--- config.mk ---
export PLATFORM = sky130hd
export DESIGN_NAME = pipe_stage_reg
export DESIGN_NICKNAME = d
export VERILOG_FILES = /design/src/rtl/pipe_stage_reg.sv
export SDC_FILE = /design/constraint.sdc
export NUM_CORES = 1
export LEC_CHECK = 0
export ABC_AREA = 1
export BUFFER_PORTS_ARGS = -buffer_cell sky130_fd_sc_hd__buf_2
export CAP_MARGIN = 30
export CORE_ASPECT_RATIO = 1.25
export CORE_MARGIN = 1
export CORE_UTILIZATION = 40
export CTS_CLUSTER_SIZE = 14
export DETAILED_ROUTE_END_ITERATION = 6
export GPL_TIMING_DRIVEN = 0
export PLACE_DENSITY_LB_ADDON = 0.1
export SETUP_SLACK_MARGIN = 0.02
export SLEW_MARGIN = 30
export SYNTH_ARGS = -nofsm -noshare
export SYNTH_HDL_FRONTEND = slang
export SYNTH_SLANG_ARGS = --single-unit
export TNS_END_PERCENT = 10
--- constraint.sdc ---
create_clock -name clk -period 1.7 [get_ports clk]
set_input_delay 0.17 -clock clk [delete_from_list [all_inputs] [get_ports clk]]
set_output_delay 0.17 -clock clk [all_outputs]
set_load 0.05 [all_outputs]
--- src/rtl/pipe_stage_reg.sv ---
// pipe_stage_reg: one pipeline register stage with hold, bubble and flush
// control, plus saturating performance counters for each stall action.
//
// Ports:
//   clk        clock; every output is a flop updated on its rising edge
//   rst        synchronous active-high reset
//   stall      stall vector; bit STAGE bubbles, bit STAGE+1 holds
//   flush      squash the stage contents (branch redirect)
//   clr_cnt    synchronous clear of the three counters
//   in_valid   upstream payload valid
//   in_data    upstream payload
//   out_valid  registered valid
//   out_data   registered payload (zero whenever out_valid is 0)
//   hold_cnt   saturating count of HOLD cycles
//   bubble_cnt saturating count of BUBBLE cycles
//   kill_cnt   saturating count of valid entries squashed by flush

module pipe_stage_reg #(
  parameter int DATA_W  = 32,
  parameter int STAGE   = 3,
  parameter int STALL_W = 6,
  parameter int CNT_W   = 16
) (
  input  logic               clk,
  input  logic               rst,
  input  logic [STALL_W-1:0] stall,
  input  logic               flush,
  input  logic               clr_cnt,
  input  logic               in_valid,
  input  logic [DATA_W-1:0]  in_data,
  output logic               out_valid,
  output logic [DATA_W-1:0]  out_data,
  output logic [CNT_W-1:0]   hold_cnt,
  output logic [CNT_W-1:0]   bubble_cnt,
  output logic [CNT_W-1:0]   kill_cnt
);

  logic              valid_q, valid_d;
  logic [DATA_W-1:0] data_q, data_d;
  logic [CNT_W-1:0]  hold_cnt_q, hold_cnt_d;
  logic [CNT_W-1:0]  bubble_cnt_q, bubble_cnt_d;
  logic [CNT_W-1:0]  kill_cnt_q, kill_cnt_d;

  logic hold_req;
  logic bubble_req;
  logic act_flush;
  logic act_hold;
  logic act_bubble;
  logic act_load;

  // The last stage in the vector has no stage after it to hold it.
  if (STAGE + 1 < STALL_W) begin : g_hold
    assign hold_req = stall[STAGE+1];
  end else begin : g_no_hold
    assign hold_req = 1'b0;
  end

  assign bubble_req = stall[STAGE];

  // Other stall bits belong to other stages.
  logic unused_stall;
  assign unused_stall = ^stall;

  // Exactly one action per cycle; reset is handled in the flops.
  always_comb begin
    act_flush  = flush;
    act_hold   = !flush && hold_req;
    act_bubble = !flush && !hold_req && bubble_req;
    act_load   = !flush && !hold_req && !bubble_req;
  end

  always_comb begin
    valid_d = valid_q;
    data_d  = data_q;
    unique case (1'b1)
      act_flush, act_bubble: begin
        valid_d = 1'b0;
        data_d  = '0;
      end
      act_hold: begin
        valid_d = valid_q;
        data_d  = data_q;
      end
      act_load: begin
        valid_d = in_valid;
        data_d  = in_valid ? in_data : '0;
      end
    endcase
  end

  function automatic logic [CNT_W-1:0] sat_inc(
    input logic [CNT_W-1:0] v
  );
    return (&v) ? v : v + CNT_W'(1);
  endfunction

  // Clear wins over any increment on the same edge.
  always_comb begin
    hold_cnt_d   = hold_cnt_q;
    bubble_cnt_d = bubble_cnt_q;
    kill_cnt_d   = kill_cnt_q;
    if (clr_cnt) begin
      hold_cnt_d   = '0;
      bubble_cnt_d = '0;
      kill_cnt_d   = '0;
    end else begin
      if (act_hold)
        hold_cnt_d = sat_inc(hold_cnt_q);
      if (act_bubble)
        bubble_cnt_d = sat_inc(bubble_cnt_q);
      if (act_flush && valid_q)
        kill_cnt_d = sat_inc(kill_cnt_q);
    end
  end

  always_ff @(posedge clk) begin
    if (rst) begin
      valid_q      <= 1'b0;
      data_q       <= '0;
      hold_cnt_q   <= '0;
      bubble_cnt_q <= '0;
      kill_cnt_q   <= '0;
    end else begin
      valid_q      <= valid_d;
      data_q       <= data_d;
      hold_cnt_q   <= hold_cnt_d;
      bubble_cnt_q <= bubble_cnt_d;
      kill_cnt_q   <= kill_cnt_d;
    end
  end

  assign out_valid  = valid_q;
  assign out_data   = data_q;
  assign hold_cnt   = hold_cnt_q;
  assign bubble_cnt = bubble_cnt_q;
  assign kill_cnt   = kill_cnt_q;

endmodule

==> results.ini, run 1 <==
[global_routing]
grt_max_degree=14
overflow=0
first_global_vias=3784
grt_pass1_wl_microns=16600
antenna_found_initial=0
grt_usage=0.202

[logic_synthesis]
synth-warning-count=0
synth_area_sq_um=3900
netlist_instances=569
ys_seq_elements=81
ys_seq_area_frac=0.416
synth.area.top_cells=dfxtp_1 42%, nand2_1 14%, nor2_1 9.1%
synth_fp_nets=615
synth_top_area_cell=dfxtp_1
yosysTopAreaCellShare=0.416
ys_types=27
syn_area_per_cell_sq_um=6.85

[detailed_routing]
drt_iter0_drc=134
routed_via_density=4.88
route.antenna.remaining_nets=0
postRouteWirelength_microns=9870
met3_length_microns=515
first_pass_iters=4
wl_met1_microns=4430
post-route-drc-count=0
post_drt_wl_per_cell_microns=11.9
met2WireLength_microns=4620
top_layer_used=met4
vias=4034

[clocking]
h-tree-depth=3
clockBufferDepth=2
cts_sinks=81
root_buffer=clkbuf_16
postCtsHoldBufs=0
cts.clk_slew.worst_paths_ns=0.06
cts_tree=yes
numCtsBuffers=9
clkLatencyLatePin_ns=0.34

[sta]
max_slew_margin=0.639
holdWs_ns=0.0793
setup_violations=0
finalMaxSlewViolations=0
hold_violations=0
finalCritPeriodShare=0.893
fin_setup_tns_ns=0
rsz0062_at_grt=no
fin_skew_ns=0.00453
setup_ws_ns=0.183
fmax_ghz=0.659
worst_pin_slew_ns=0.541
period_needed_ns=1.52

[setup_path]
cpMaxStageDelayCell=dfxtp_2
crit_buf_inv=1
worst-endpoint-required_ns=1.93
setup.worst_path.end_class=flop
critPathTopFamily=simple AND/OR/NAND/NOR gates
path_max_fanout=10
path_cells=ha_1 > nand2_1 > nor2_4 > nand4_4 > buf_6 > a21oi_1 > nor2_1
max_stage_delay_ns=0.36
critPathArrivalTime_ns=1.75
startpoint_type=flop
crit_type=flop to flop

[floorplanning]
dieArea_sq_um=10100
die_w_microns=90.3
core-area_sq_um=9320
start_util=0.418
die_y_microns=112
rows=39
pin_count=124

[placement]
place_inst=810
dpl.hpwl_microns=7340
dp_worst_setup_slack_ns=0.117
place_congestion=0.824
portBuffers=118

[power_and_ir_drop]
p_leak_nw=2.04
power_mw=4.11
p_per_area_nw_per_um2=828
ir_drop_mv=0.491

[layout]
fin_cells=826
drive_gt1_frac=0.256
final_nets=744
area_delta_synth_final_pct=27.2
antenna_cells=0
fill_cells=941

[hold_path]
hp-class=input pin to flop

[run]
drv_cap=0

[outcome]
status=complete, no violations

## metal layers
metal,GRT usage,vias up
met5,0,-
met1,0.236,1818
met3,0.0461,26
met2,0.341,99
met4,0.111,0
li1,-,2091
## worst register-to-register path: cells and delay by family, from the launching register on
family,cells,cell delay (ns)
buf+inv,1,0.20
flops,1,0.36
fa+ha+maj,1,0.21
simple gates,4,0.50
compound gates,1,0.15
## cells in the final DEF (no fill, tap or decap), types with 2 or more instances in the layout
master	count
a21oi_1	66
and2_1	2
buf_2	126
clkbuf_1	10
clkbuf_16	9
clkinvlp_4	3
dfxtp_1	77
dfxtp_2	4
ha_1	3
inv_1	27
inv_2	4
nand2_1	141
nand2_2	7
nand2b_1	32
nand3_1	46
nand3b_1	3
nand4_1	4
nor2_1	94
nor2_2	13
nor2_4	6
nor3_1	7
o21ai_0	9
## sequential cells by signal (all words and copies together), names as in the netlist
signal      count
out_data       32
bubble_cnt     16
hold_cnt       16
kill_cnt       16
out_valid       1
## synth_stat cells
cell type	instances
nand2_1	141
nor2_1	95
dfxtp_1	81
a21oi_1	66
nand3_1	46
nand2b_1	32
inv_1	27
nor2_2	14
o21ai_0	9
buf_2	8
clkbuf_1	8
nand2_2	7
nor3_1	7
inv_2	4
nand4_1	4
nor2_4	4
ha_1	3
nand3b_1	3
and2_1	2
a21oi_2	1
buf_6	1
nand2_4	1
nand3_2	1
nand4_2	1
nand4_4	1
o21ai_1	1
xor2_1	1
## path summary, 6_finish.rpt
check	from	end	slack, ns	depth (start not counted)
max	bubble_cnt[0]	bubble_cnt[10]	0.18	7
min	in_data[17]	out_data[17]	0.08	3
max reg2reg	bubble_cnt[0]	bubble_cnt[10]	0.18	7
min reg2reg	out_data[23]	out_data[23]	0.46	2
## area by class of cell
class                           instances  area, sq um  share of cell area
Multi-Input combinational cell        440         2090               0.422
Clock inverter                          4         52.6              0.0106
Clock buffer                           12          246              0.0497
Timing Repair Buffer                  118          591               0.119
Sequential cell                        81         1630               0.328
Inverter                               31          116              0.0235
Buffer                                 17         81.3              0.0164
Tap cell                              123          154              0.0310
## power by group
group	internal, mW	switching, mW
registers	1.91	0.00802
logic	0.0783	0.151
clock network	1.18	0.780
## kinds of logic (layout without fill, tap and decap cells)
kind of cell	count (synthesis)	in the layout	synth area share
adders and majority gates	3	3	0.00963
AOI/OAI and AO/OA	77	77	0.0998
buffers and inverters	48	182	0.0507
and+or+nand+nor	359	359	0.422
xor gates and xnor gates	1	1	0.00225
DFF	81	81	0.416
## through the flow
step / utilization / instance area, sq um
after floorplan: - / 3900
after global placement: 0.498 / 4640
after detailed placement: 0.498 / 4640
after CTS: 0.530 / 4940
after global routing: 0.532 / 4960
final: 0.532 / 4960
## timing repair
action	CTS	global route
setup buffers	0	0
setup endpoints to repair	0	10
gates resized for setup	0	5
Note: power is estimated with default switching activity, not from simulation.
==> run 2: changes to the inputs <==
clock period = 1.4 ns   (was 1.7 ns; I/O delays follow)
==> run 2 against run 1 <==
Net effect:
- utilization increased by 5.7 points
- wire length is 2.6% higher
- final area increased by 11%
- sequential share of layout area down 1.1 points
- largest cell class unchanged
- largest power group is now sequential cells
- highest routed layer unchanged
==> results.ini, run 2 (synthesis results as in run 1) <==
[outcome]
status=complete, no violations

[layout]
finalInstanceArea_sq_um=5490
drive_gt1_frac=0.403
largest_reg_flops=32
final_common_cell=nand2_1
area_delta_synth_final_pct=40.8
antenna_cells=0
fin_cells=841
final_cell_mix=133 x nand2_1, 124 x buf_2, 76 x nor2_1
final_nets=759

[sta]
fmax_ghz=0.739
setup_violations=0
fin_skew_ns=0.00532
max_slew_margin=0.654
holdWs_ns=0.0510
finalCritPeriodShare=0.966
period_needed_ns=1.35
rsz0062_at_grt=yes
setup_ws_ns=0.0471
finalMaxSlewViolations=0
hold_violations=0
worst_pin_slew_ns=0.520

[run]
drv_cap=0

[floorplanning]
pin_count=124
core-area_sq_um=9320
dieArea_sq_um=10100
start_util=0.418
die_y_microns=112
rows=39
die_w_microns=90.3

[detailed_routing]
route.antenna.remaining_nets=0
vias=4069
post-route-drc-count=0
routed_via_density=4.84
first_pass_iters=6
drt_iter0_drc=164
post_drt_wl_per_cell_microns=12.0
postRouteWirelength_microns=10100

[clocking]
h-tree-depth=3
cts.clk_slew.worst_paths_ns=0.06
numCtsBuffers=9
clockBufferDepth=2
root_buffer=clkbuf_16
clkLatencyLatePin_ns=0.34
cts_sinks=81
cts_tree=yes

[global_routing]
grt_usage=0.206
first_global_vias=3792
antenna_found_initial=0
met2_usage=0.350
top_usage_layer=met2
grt_use_met3=0.0515
grtUsageMet1=0.243
grt_max_degree=13
overflow=0
grt_pass1_wl_microns=17000

[power_and_ir_drop]
switching_share=0.224
p_comb_frac=0.058
seq_power_share=0.471
power.internal_mw=3.77
power_mw=4.86
ir_drop_mv=0.699
switchingPower_mw=1.09
clkPwrFrac=0.470
p_per_area_nw_per_um2=885
p_leak_nw=2.21

[setup_path]
reg2reg_from=bubble_cnt[1]
critPathArrivalTime_ns=1.58
r2r_slack_ns=0.05
rr_worst_depth=8
setup.worst_path.end_class=flop
rr_endpoint=bubble_cnt[13]
crit_type=flop to flop
worst-endpoint-required_ns=1.63
path_max_fanout=5
startpoint_type=flop

[hold_path]
holdCritStartpoint=in_data[7]
min_path_cells=3
whs_endpoint=out_data[7]
hp-class=input pin to flop

[placement]
place_congestion=0.844
place_area_sq_um=4850
dp_worst_setup_slack_ns=-0.119
portBuffers=118
dpl.hpwl_microns=7450
place_inst=810

## run 2: cell count changes in the layout (fill, tap and decap cells not counted), moves of 12 or more
cell,previous run,this run
dfxtp_1,77,32
buf_4,0,14
nor2_1,94,76
dfxtp_2,4,26
dfxtp_4,0,23
a21oi_1,66,54
nor2_4,6,20
a21oi_2,1,13
## run 2: worst max-delay path by stage
stage / startpoint / to / cells past startpoint
CTS: hold_cnt[0] / hold_cnt[11] / 7
finish: bubble_cnt[1] / bubble_cnt[13] / 8
detailed placement: rst / hold_cnt[11] / 5
global route: bubble_cnt[1] / bubble_cnt[6] / 9
floorplan: bubble_cnt[1] / bubble_cnt[3] / 7
global placement: rst / hold_cnt[9] / 5
## run 2: repair_timing
| action | in CTS | in global routing |
|---|---|---|
| pin swaps | 3 | 21 |
| gates resized for setup | 12 | 49 |
| cloned | 0 | 0 |
| setup buffers | 5 | 10 |
| hold buffers | 0 | 0 |
| endpoints found under the setup margin | 27 | 43 |
## run 2: power by group through the flow
stage,Clock (mW),Combinational [mW],Sequential (mW)
after global routing,2.46,0.316,2.29
after detailed placement,0,0.280,2.34
final,2.28,0.283,2.29
after CTS,2.37,0.282,2.29
after global placement,0,0.277,2.34
after floorplan,0,0.118,2.39
## run 2: through the flow
stage               TNS [ns]   util
finish                     0  0.589
global route          -0.372  0.589
floorplan            -0.0386      -
detailed placement     -1.35  0.520
global placement      -0.731  0.520
CTS                        0  0.561
## run 2: worst max-delay path: stages (launching register included)
cell	delay, ns
dfxtp_4	0.37
ha_4	0.15
nand2_2	0.06
nor2_4	0.14
nand2_2	0.08
nor2_4	0.19
nor2_2	0.08
a21oi_1	0.12
nor2_1	0.05
## run 2: area by class of cell
cell class                 instances  area (sq um)
multi-input combinational        440          2370
inverter                          31           124
clock buffer                      14           284
clock inverter                     2          10.0
sequential                        81          1740
timing repair buffer             133           707
tap                              123           154
fill                             895          3830
buffer                            17          93.8
## run 2: layer usage
layer | vias to the layer above | part of all wire
met1 | 1821 | 0.43
li1 | 2122 | -
met2 | 116 | 0.49
met4 | 0 | 0.016
met3 | 10 | 0.068
met5 | - | 0
==> run 3: changes to the inputs <==
CORE_UTILIZATION = 25   (was 40)
==> run 3 against run 2 <==
Net effect:
- sequential share of layout area shrank 0.60 points
- utilization is 22 points lower
- critical path depth shrank 1
- fmax down 1.9%
- clock skew rose by 0.00094 ns
- non-clock buffer count decreased by 2
- critical path type unchanged
- largest power group is now the clock network
- highest routed layer is now met5
==> results.ini, run 3 (synthesis results as in run 1) <==
[layout]
drive_gt1_frac=0.391
final_cell_mix=135 x nand2_1, 124 x buf_2, 80 x nor2_1
regArea_sq_um=1740
area_delta_synth_final_pct=43.5
finish.utilization=0.371
antenna_cells=0
final_nets=757
multi_input_area_sq_um=2330
final_common_cell=nand2_1
largest_reg_flops=32
fill_cells=1648

[sta]
max_slew_margin=0.604
fmax_ghz=0.725
finalCritPeriodShare=0.985
fin_skew_ns=0.00625
worst_pin_slew_ns=0.594
rsz0062_at_grt=yes
hold_violations=0
holdWs_ns=0.0461
period_needed_ns=1.38
setup_violations=0
finalMaxSlewViolations=0

[global_routing]
antenna_found_initial=1
grt_pass1_wl_microns=18700
grtUsageMet1=0.174
overflow=0
grt_use_met3=0.0380
first_global_vias=3908
met2_usage=0.246
grt_usage=0.147
grt_max_degree=14
top_usage_layer=met2

[setup_path]
crit_buf_inv=2
max_stage_delay_ns=0.38
r2r_slack_ns=0.02
crit_type=flop to flop
rr_worst_depth=7
setup.worst_path.end_class=flop
path_max_fanout=7
cpMaxStageDelayCell=dfxtp_4
crit_cells=7
critPathTopFamily=flip-flops
cp-startpoint=hold_cnt[0]
worst-endpoint-required_ns=1.63
reg2reg_from=hold_cnt[0]
critPathArrivalTime_ns=1.61
cp-endpoint=hold_cnt[7]
path_cells=ha_4 > inv_6 > nor2_4 > nand4_4 > buf_6 > a21oi_1 > nor2_1
rr_endpoint=hold_cnt[7]
startpoint_type=flop

[outcome]
status=complete, no violations

[power_and_ir_drop]
switchingPower_mw=1.19
switching_share=0.236
clkPwrFrac=0.488
p_leak_nw=2.22
p_per_area_nw_per_um2=899
ir_drop_mv=0.379
power.internal_mw=3.84
seq_power_share=0.455
p_comb_frac=0.057

[clocking]
clockBufferDepth=2
numCtsBuffers=9
cts_sinks=81
root_buffer=clkbuf_16
cts_tree=yes
h-tree-depth=3
postCtsHoldBufs=0
cts.clk_slew.worst_paths_ns=0.06
clkLatencyLatePin_ns=0.34

[detailed_routing]
postRouteWirelength_microns=11300
drt_iter0_drc=128
post-route-drc-count=0
post_drt_wl_per_cell_microns=12.2
route.antenna.remaining_nets=0
routed_via_density=4.40
vias=4070
first_pass_iters=4

[run]
drv_cap=0

[placement]
portBuffers=118
place_congestion=0.791
dpl.hpwl_microns=8480

[floorplanning]
pin_count=124
start_util=0.259
die_y_microns=142
rows=50
dieArea_sq_um=16100
die_w_microns=114
core-area_sq_um=15100

[hold_path]
hp-class=input pin to flop

-- run 3: cell types whose count changed in the layout (fill, tap and decap cells not counted), sizes merged --
cell	previous run	this run
buf	142	139
clkinv	2	3
-- run 3: layer usage --
layer | wire length (microns) | up-vias
met4 | 236 | 2
met1 | 5050 | 1832
met5 | 13 | -
li1 | - | 2119
met2 | 5350 | 101
met3 | 665 | 16
-- run 3: power groups by stage --
stage	Combinational (mW)	Clock [mW]	Sequential (mW)
global route	0.321	2.62	2.29
global placement	0.286	0	2.34
finish	0.287	2.45	2.29
floorplan	0.118	0	2.39
detailed placement	0.289	0	2.34
CTS	0.290	2.54	2.29
-- run 3: final cells by class --
class / count / share of cell area
inverters: 31 / 0.0222
plain buffers: 17 / 0.0181
multi-input cells: 440 / 0.416
flip-flops and latches: 81 / 0.311
clock inverters: 3 / 0.00336
well taps: 208 / 0.0465
repair buffers: 131 / 0.130
clock buffers: 13 / 0.0524
-- run 3: worst min path at each step --
stage	startpoint	end	slack [ns]	cells after the start
finish	in_data[19]	out_data[19]	0.05	3
global route	in_data[4]	out_data[4]	0.05	3
CTS	in_data[19]	out_data[19]	0.03	3
detailed placement	in_data[19]	out_data[19]	0.40	3
global placement	in_data[0]	out_data[0]	0.40	3
floorplan	in_data[0]	out_data[0]	0.29	2
-- run 3: timing repair --
item                                    in CTS  in global routing
setup buffers                                2                  9
gates cloned                                 1                  1
endpoints found under the setup margin      30                 45
pin swaps                                    4                 20
resized for setup                           13                 40
-- run 3: per-stage QoR --
stage / cells / setup slack [ns] / power [mW] / instance area, sq um / TNS, ns
5_1_grt: 924 / -0.0699 / 5.23 / 5590 / -1.23
2_1_floorplan: 569 / -0.00588 / 2.51 / 4110 / -0.0386
3_3_place_gp: 895 / -0.191 / 2.63 / 4960 / -2.31
4_1_cts: 914 / -0.0336 / 5.12 / 5340 / -0.264
6_report: 924 / 0.0208 / 5.03 / 5590 / 0
3_5_place_dp: 895 / -0.208 / 2.63 / 4960 / -2.49
-- run 3: worst register-to-register path, cell delays in order (launching register included) --
cell,delay (ns)
dfxtp_4,0.38
ha_4,0.15
inv_6,0.05
nor2_4,0.11
nand4_4,0.19
buf_6,0.20
a21oi_1,0.13
nor2_1,0.06
